File: config.mk
export PLATFORM = sky130hd
export DESIGN_NAME = hub75_row_driver
export DESIGN_NICKNAME = d
export VERILOG_FILES = /design/src/rtl/hub75_row_driver.sv
export SDC_FILE = /design/constraint.sdc
export NUM_CORES = 1
export LEC_CHECK = 0
export BUFFER_PORTS_ARGS = -buffer_cell sky130_fd_sc_hd__buf_2
export CAP_MARGIN = 20
export CORE_UTILIZATION = 25
export DETAILED_ROUTE_END_ITERATION = 7
export GPL_ROUTABILITY_DRIVEN = 0
export SLEW_MARGIN = 20
export SYNTH_ARGS = -nofsm -noshare
export SYNTH_HDL_FRONTEND = slang
export SYNTH_SLANG_ARGS = --single-unit
File: constraint.sdc
create_clock -name clk_in -period 4.8 [get_ports clk_in]
set_input_delay 0.96 -clock clk_in [delete_from_list [all_inputs] [get_ports clk_in]]
set_output_delay 0.96 -clock clk_in [all_outputs]
set_load 0.03 [all_outputs]
File: src/rtl/hub75_row_driver.sv
// HUB75 row driver: shifts one top+bottom row pair into the panel, latches it, lights it.
// Latency: row period = 1 + N*2*CLK_DIV + 2*BLANK_TIME + 1 + on-time cycles, transfer to ready.
// Backpressure: row_ready_out is high only in IDLE; one row in flight. Optional HUB75_BRIGHTNESS_EN.

package led_display_package;
    localparam int GL_NUM_COL_PIXELS = 32;

    typedef struct packed {
        logic [GL_NUM_COL_PIXELS-1:0] blue;
        logic [GL_NUM_COL_PIXELS-1:0] green;
        logic [GL_NUM_COL_PIXELS-1:0] red;
    } rgb_half_t;

    typedef struct packed {
        rgb_half_t top;
        rgb_half_t bot;
    } rgb_row_t;

    localparam int GL_RGB_ROW_W = $bits(rgb_row_t);
endpackage

module hub75_row_driver
    import led_display_package::*;
#(
    parameter int CLK_DIV      = 2,
    parameter int BLANK_TIME   = 2,
    parameter int DISPLAY_TIME = 1000
) (
    input  logic                    clk_in,
    input  logic                    n_reset_in,
    input  logic [GL_RGB_ROW_W-1:0] row_in,
    input  logic [3:0]              row_addr_in,
    input  logic                    row_valid_in,
`ifdef HUB75_BRIGHTNESS_EN
    input  logic [3:0]              brightness_in,
`endif
    output logic                    row_ready_out,
    output logic [2:0]              rgb_top_out,
    output logic [2:0]              rgb_bot_out,
    output logic                    pxl_clk_out,
    output logic                    lat_out,
    output logic                    n_oe_out,
    output logic [3:0]              addr_out
);

    localparam int N   = GL_NUM_COL_PIXELS;
    localparam int PW  = $clog2(N);
    localparam int PHW = $clog2(CLK_DIV + 1);
    localparam int CW  = $clog2(DISPLAY_TIME + 1);

    localparam logic [PW-1:0]  PIX_LAST   = PW'(N - 1);
    localparam logic [PHW-1:0] PH_LAST    = PHW'(CLK_DIV - 1);
    localparam logic [CW-1:0]  BLANK_LAST = CW'(BLANK_TIME - 1);

    localparam logic [2:0] ST_IDLE       = 3'd0;
    localparam logic [2:0] ST_SHIFT      = 3'd1;
    localparam logic [2:0] ST_BLANK_PRE  = 3'd2;
    localparam logic [2:0] ST_LATCH      = 3'd3;
    localparam logic [2:0] ST_BLANK_POST = 3'd4;
    localparam logic [2:0] ST_DISPLAY    = 3'd5;

    logic [2:0]     state_q, state_d;
    rgb_row_t       row_q, row_d;
    logic [3:0]     addr_q, addr_d;
    logic [3:0]     addr_out_q, addr_out_d;
    logic [PW-1:0]  pix_q, pix_d;
    logic [PHW-1:0] phase_q, phase_d;
    logic           hi_q, hi_d;
    logic [CW-1:0]  cnt_q, cnt_d;
    logic [CW-1:0]  on_last;
    logic [PW-1:0]  col;

`ifdef HUB75_BRIGHTNESS_EN
    localparam int ON_UNIT = DISPLAY_TIME >> 4;
    logic [CW-1:0] on_last_q, on_last_d;

    assign on_last = on_last_q;
`else
    assign on_last = CW'(DISPLAY_TIME - 1);
`endif

    always_comb begin
        state_d    = state_q;
        row_d      = row_q;
        addr_d     = addr_q;
        addr_out_d = addr_out_q;
        pix_d      = pix_q;
        phase_d    = phase_q;
        hi_d       = hi_q;
        cnt_d      = cnt_q;
`ifdef HUB75_BRIGHTNESS_EN
        on_last_d  = on_last_q;
`endif
        case (state_q)
            ST_IDLE: begin
                if (row_valid_in) begin
                    row_d   = rgb_row_t'(row_in);
                    addr_d  = row_addr_in;
                    state_d = ST_SHIFT;
                    pix_d   = '0;
                    phase_d = '0;
                    hi_d    = 1'b0;
                end
            end
            ST_SHIFT: begin
                // Pixel index only advances as pxl_clk falls, so data never moves while it is high.
                if (phase_q == PH_LAST) begin
                    phase_d = '0;
                    hi_d    = !hi_q;
                    if (hi_q) begin
                        if (pix_q == PIX_LAST) begin
                            state_d = ST_BLANK_PRE;
                            pix_d   = '0;
                            cnt_d   = '0;
                        end else begin
                            pix_d = pix_q + 1'b1;
                        end
                    end
                end else begin
                    phase_d = phase_q + 1'b1;
                end
            end
            ST_BLANK_PRE: begin
                if (cnt_q == BLANK_LAST) begin
                    state_d    = ST_LATCH;
                    cnt_d      = '0;
                    addr_out_d = addr_q;
                end else begin
                    cnt_d = cnt_q + 1'b1;
                end
            end
            ST_LATCH: begin
                state_d = ST_BLANK_POST;
                cnt_d   = '0;
`ifdef HUB75_BRIGHTNESS_EN
                on_last_d = CW'(ON_UNIT * (int'(brightness_in) + 1) - 1);
`endif
            end
            ST_BLANK_POST: begin
                if (cnt_q == BLANK_LAST) begin
                    state_d = ST_DISPLAY;
                    cnt_d   = '0;
                end else begin
                    cnt_d = cnt_q + 1'b1;
                end
            end
            ST_DISPLAY: begin
                if (cnt_q == on_last) begin
                    state_d = ST_IDLE;
                    cnt_d   = '0;
                end else begin
                    cnt_d = cnt_q + 1'b1;
                end
            end
            default: begin
                state_d = ST_IDLE;
                cnt_d   = '0;
            end
        endcase
    end

    always_ff @(posedge clk_in or negedge n_reset_in) begin
        if (!n_reset_in) begin
            state_q    <= ST_IDLE;
            row_q      <= '0;
            addr_q     <= '0;
            addr_out_q <= '0;
            pix_q      <= '0;
            phase_q    <= '0;
            hi_q       <= 1'b0;
            cnt_q      <= '0;
`ifdef HUB75_BRIGHTNESS_EN
            on_last_q  <= CW'(ON_UNIT * 16 - 1);
`endif
        end else begin
            state_q    <= state_d;
            row_q      <= row_d;
            addr_q     <= addr_d;
            addr_out_q <= addr_out_d;
            pix_q      <= pix_d;
            phase_q    <= phase_d;
            hi_q       <= hi_d;
            cnt_q      <= cnt_d;
`ifdef HUB75_BRIGHTNESS_EN
            on_last_q  <= on_last_d;
`endif
        end
    end

    // Column N-1 goes out first, so the pixel counter maps to the mirrored column.
    assign col = PIX_LAST - pix_q;

    always_comb begin
        rgb_top_out = 3'b000;
        rgb_bot_out = 3'b000;
        if (state_q == ST_SHIFT) begin
            rgb_top_out = {row_q.top.blue[col], row_q.top.green[col], row_q.top.red[col]};
            rgb_bot_out = {row_q.bot.blue[col], row_q.bot.green[col], row_q.bot.red[col]};
        end
    end

    assign row_ready_out = (state_q == ST_IDLE);
    assign pxl_clk_out   = (state_q == ST_SHIFT) && hi_q;
    assign lat_out       = (state_q == ST_LATCH);
    assign n_oe_out      = (state_q != ST_DISPLAY);
    assign addr_out      = addr_out_q;

endmodule

==> impl_metrics.tcl, run 1 <==
set metrics [dict create \
    grt_max_degree 164 \
    cp-endpoint "rgb_top_out[0]" \
    htreeDepth 1 \
    regToRegSetupSlack_ps 1950 \
    p_leak_nw 6.672 \
    worst_pin_slew_ps 796.4 \
    design_area_mm2 0.01297 \
    syn-instance-count 1154 \
    ff_latch_area_mm2 0.005538 \
    wirelength_um 31970 \
    synth-seq-area-share_pct 53.07 \
    final_cell_mix "nand2_1, dfrtp_1, buf_2" \
    critical-path-top-delay-family "multiplexers" \
    path_depth 6 \
    crit_buf_inv 2 \
    drc_errors 0 \
    die_h_um 206.2 \
    yosys.area.top_type "dfrtp_1" \
    cp-start-kind "register" \
    hpwl_um 23170 \
    postSynthRegisterBits 221 \
    timing.rr.end "cnt_q[8]" \
    drtAntennaViolNets 0 \
    drive_gt1_share_pct 25.18 \
    min_period_over_period_pct 87.26 \
    setup_tns_ps 0 \
    start_util_pct 25.46 \
    end_kind "primary output" \
    vias_per_cell 4.468 \
    crit_path_max_fanout 27 \
    cp_cell_sequence "buf_4 -> mux4_2 -> mux2_2 -> a211oi_1 -> nor3_1 -> buf_2" \
    synth-edff-count 0 \
    num_rows 74 \
    gr-total-overflow 0 \
    whs_ps 268.5 \
    grt_pass1_vias 8441 \
    cts.sink_count 221 \
    post_cts_buffers 0 \
    cp_slowest_cell "dfrtp_4" \
    outcome "completed" \
    port_buffers 212 \
    clk_pin_slew_ps 60 \
    multi_input_area_mm2 0.004529 \
    rsz0062_at_grt "no" \
    drv_slew 0 \
    post-route-util_pct 31.69 \
    fin_total_pwr_mw 4.455 \
    synth_top_area_share_pct 53.07 \
    antenna_found_initial 4 \
    synth_flop_cell "dfrtp_1" \
    clock_path_buffers 3 \
    io_pins 213 \
    synth.distinct_cells 49 \
    final_common_cell "nand2_1" \
    chipWidth_um 206.2 \
    r2r_start "pix_q[0]" \
    reg2regPathDepth 9 \
    grt.total_usage_pct 15.05 \
    critical_path_class "register to primary output" \
    slowest_delay_ps 740 \
    hp-class "primary input to asynchronous set/reset pin" \
    hold_viol 0 \
    setup_viol 0 \
    wl_per_cell_um 16.91 \
    cts_buffers 27 \
    root_buffer "clkbuf_16" \
    first_iter_violations 547 \
    powerDensity_mw_per_mm2 343.6 \
    nets 1540 \
    startpoint "pix_q[0]" \
    hold_buffers 0 \
    area_growth_pct 24.45 \
    synth.cell_area_mm2 0.01042 \
    die_area_mm2 0.04250 \
    maxCapViolCount 0 \
    syn-num-nets 1357 \
    clkLatencyLatePin_ps 550 \
    timing.final.crit_period_ps 4189 \
    max_freq_ghz 0.2387 \
    critPathRequiredTime_ps 3840 \
    vdd_drop_max_v 0.0001953 \
    ctsResizeCount 0 \
    cts_tree "built" \
    synthArstFlopShare_pct 100.0 \
    relSlewSlack_pct 46.70 \
    place_area_mm2 0.01194 \
    via_count 8449 \
    first_pass_iters 5 \
    grt_pass1_wl_um 48600 \
    yosysWarnings 0 \
    final.fill_count 4295 \
    synthTopCellsByArea "dfrtp_1, nand2_1, mux4_2" \
    finalClockSkew_ps 9.738 \
    syn_avg_cell_area_um2 9.029 \
    crit_arrival_ps 3230 \
    core_mm2 0.04092 \
]
[report_power, final]
part	total (mW)	internal, mW	switching (mW)	leakage, nW
clock network	2.19	1.35	0.842	0.479
registers	2.00	1.95	0.0548	2.85
logic	0.259	0.130	0.129	3.34
[metrics by stage]
step / setup WS, ps / std cells
2_1_floorplan: 1767 / 1154
3_3_place_gp: 1184 / 1838
3_5_place_dp: 1159 / 1838
4_1_cts: 561.4 / 1888
5_1_grt: 459.4 / 1890
6_report: 611.5 / 1891
[worst min path at each step]
stage	end	slack (ps)	depth (start not counted)
2_1_floorplan	row_q[126]	440	2
3_3_place_gp	row_q[102]	450	2
3_5_place_dp	row_q[94]	460	2
4_1_cts	row_q[181]	470	2
5_1_grt	cnt_q[7]	270	1
6_report	cnt_q[7]	270	1
[cells by family (layout without fill, tap and decap cells)]
kind of cell / after synthesis / in the layout / share of synthesized area (%)
buffers and inverters: 78 / 282 / 3.614
multiplexers: 64 / 64 / 10.09
other: 0 / 1 / 0
adder cells (fa/ha/maj): 4 / 4 / 0.4803
AND/OR/NAND/NOR: 706 / 706 / 27.57
flip-flops: 221 / 221 / 53.07
AO/OA/AOI/OAI: 81 / 81 / 5.175
[Yosys cell counts (all sizes together), types with 2 or more instances]
library cell and instances:
and3 4, mux4 30, a21o 2, nor4b 2, nor3 13, or3 5, ha 4, inv 6
a31oi 9, a211oi 12, a21oi 12, or2 3, mux2 28, nor4 7, nor3b 3, mux2i 6
nor2 11, o21ai 20, dfrtp 221, a22oi 7, nand3 13, buf 40, nand2 614, nand3b 2
nor2b 19, clkbuf 32, nand2b 5, a2111oi 6, a22o 2, o22a 6
[routing by layer]
| layer | wire length (um) | global-route usage, % | part of all wire, % | up-vias |
|---|---|---|---|---|
| met3 | 1727 | 2.129 | 5.4 | 50 |
| met5 | 0 | 0 | 0 | - |
| met1 | 14720 | 20.86 | 46 | 4036 |
| met4 | 898 | 4.622 | 2.8 | 0 |
| met2 | 14630 | 24.22 | 46 | 240 |
| li1 | - | - | - | 4123 |
[sequential cells by signal (all words and copies together) (netlist names)]
register	flops
addr_q	4
addr_out	4
row_q	192
state_q	3
phase_q	2
cnt_q	10
hi_q	1
pix_q	5
[cell type report]
type	instances	share of cell area, %
clock buffer	36	5.934
tap	532	5.133
inverter	6	0.1737
multi-input combinational	855	34.93
timing repair buffer	226	9.572
clock inverter	14	1.534
antenna	1	0.01930
sequential	221	42.71
[worst register-to-register path: cells and delay by family (launching register included)]
kind                       cells  cell delay [ps]
adders and majority gates      2              430
buffers and inverters          1              300
AOI/OAI and AO/OA              2              380
DFF                            1              740
and+or+nand+nor                4              890
(Power assumes the default switching activity.)
==> inputs of run 2 (changes only) <==
==> constraint.sdc (replaced) <==
create_clock -name clk_in -period 3.7 [get_ports clk_in]
set_input_delay 0.74 -clock clk_in [delete_from_list [all_inputs] [get_ports clk_in]]
set_output_delay 0.74 -clock clk_in [all_outputs]
set_load 0.03 [all_outputs]
==> impl_metrics.tcl, run 2 (synthesis gave the netlist of run 1 again) <==
set metrics [dict create \
    hp-class "primary input to asynchronous set/reset pin" \
    port_buffers 212 \
    critPathRequiredTime_ps 2960 \
    first_iter_violations 534 \
    die_h_um 206.2 \
    crit_arrival_ps 2800 \
    drc_errors 0 \
    drive_gt1_share_pct 25.66 \
    setup_tns_ps 0 \
    relSlewSlack_pct 47.01 \
    sw_frac_of_total_pct 22.30 \
    drtAntennaViolNets 0 \
    htreeDepth 1 \
    p_switching_mw 1.293 \
    wl_met3_um 1832 \
    grt.total_usage_pct 15.72 \
    max_freq_ghz 0.2821 \
    hold_viol 0 \
    crit_buf_inv 2 \
    critical-path-top-delay-family "multiplexers" \
    cts_tree "built" \
    regToRegSetupSlack_ps 1100 \
    grt_pass1_vias 8856 \
    reg.largest.list "row_q: 192 flops, cnt_q: 10 flops, pix_q: 5 flops" \
    setup_viol 0 \
    p_int_mw 4.506 \
    grt_max_degree 169 \
    dp_cells 1843 \
    final_common_cell "nand2_1" \
    final_cell_mix "nand2_1, dfrtp_1, buf_2" \
    first_pass_iters 5 \
    clock_path_buffers 3 \
    power.share.clock_pct 49.4 \
    instances_no_fill 1902 \
    crit_path_max_fanout 9 \
    antenna_found_initial 4 \
    whs_ps 196.2 \
    io_pins 213 \
    maxCapViolCount 0 \
    cp_slowest_cell "dfrtp_4" \
    cts.sink_count 221 \
    clk_pin_slew_ps 50 \
    maxUsedRoutingLayer "met5" \
    nets 1550 \
    worst_pin_slew_ps 791.8 \
    ctsResizeCount 0 \
    slowest_delay_ps 550 \
    cp_cell_sequence "buf_12 -> mux4_2 -> mux2_2 -> a211oi_1 -> nor3_1 -> buf_2" \
    vias_per_cell 4.512 \
    critical_path_class "register to primary output" \
    clkLatencyLatePin_ps 550 \
    root_buffer "clkbuf_16" \
    area_growth_pct 25.70 \
    die_area_mm2 0.04250 \
    power_frac_seq_pct 44.8 \
    drv_slew 0 \
    met2RoutedLength_um 15090 \
    core_mm2 0.04092 \
    powerDensity_mw_per_mm2 442.7 \
    grt_pass1_wl_um 51070 \
    chipWidth_um 206.2 \
    start_util_pct 25.46 \
    wirelength_um 32630 \
    wl_per_cell_um 17.16 \
    hpwl_um 23580 \
    gr-total-overflow 0 \
    fin_total_pwr_mw 5.799 \
    end_kind "primary output" \
    cts_buffers 27 \
    place_area_mm2 0.01202 \
    p_leak_nw 6.736 \
    finalClockSkew_ps 9.405 \
    wl_met1_um 14740 \
    regMostFlops "row_q" \
    min_period_over_period_pct 95.81 \
    via_count 8581 \
    comb_power_share_pct 5.8 \
    largest_register_ffs 192 \
    outcome "completed" \
    timing.final.crit_period_ps 3545 \
    num_rows 74 \
    design_area_mm2 0.01310 \
    rsz0062_at_grt "no" \
    vdd_drop_max_v 0.0002844 \
    cp-start-kind "register" \
]
==> run 2: worst register-to-register path: cells and delay by family (launching register included) <==
kind	cells	cell delay, ps
buffers and inverters	1	230
and+or+nand+nor	4	900
AOI/OAI and AO/OA	2	360
adders and majority gates	2	450
DFF	1	550
==> run 2: per-layer routing <==
metal / global-route usage [%] / vias up
met4: 5.462 / 2
met1: 21.53 / 4152
met2: 25.22 / 233
met3: 2.334 / 45
met5: 0 / -
li1: - / 4149
==> run 2: timing repair <==
| item | 4_1_cts | 5_1_grt |
|---|---|---|
| setup endpoints to repair | 6 | 2 |
| hold buffers | 0 | 0 |
| setup buffers | 5 | 2 |
| gates cloned | 0 | 0 |
==> run 2: worst paths after layout <==
path	startpoint	endpoint	depth (start not counted)
worst max-delay path	pix_q[0]	rgb_bot_out[0]	6
worst min-delay path	n_reset_in	cnt_q[7]	1
worst max register to register	pix_q[1]	cnt_q[2]	9
worst min register to register	row_q[30]	row_q[30]	2
max in group asynchronous	n_reset_in	row_q[50]	2
min in group clk_in	row_in[66]	row_q[66]	3
==> run 2: area by class of cell <==
class	count	area (um2)
inverters	6	22.52
diodes	2	5.005
well taps	532	665.6
fillers	4327	27830
multi-input cells	855	4529
repair buffers	236	1358
flip-flops and latches	221	5538
clock buffers	37	773.2
clock inverters	13	206.4
==> run 2: stage by stage <==
step / utilization [%] / setup slack (ps)
final: 32.00 / 155.1
after global routing: 31.99 / 7.457
after CTS: 31.92 / 68.58
after detailed placement: 29.36 / 404.0
after global placement: 29.36 / 464.0
after floorplan: - / 886.6
==> run 2: power groups by stage <==
stage / clock network, mW / registers, mW / logic [mW]
finish: 2.86 / 2.60 / 0.337
global route: 3.02 / 2.61 / 0.386
CTS: 2.94 / 2.60 / 0.346
detailed placement: 0 / 2.64 / 0.343
global placement: 0 / 2.64 / 0.332
floorplan: 0 / 2.61 / 0.143
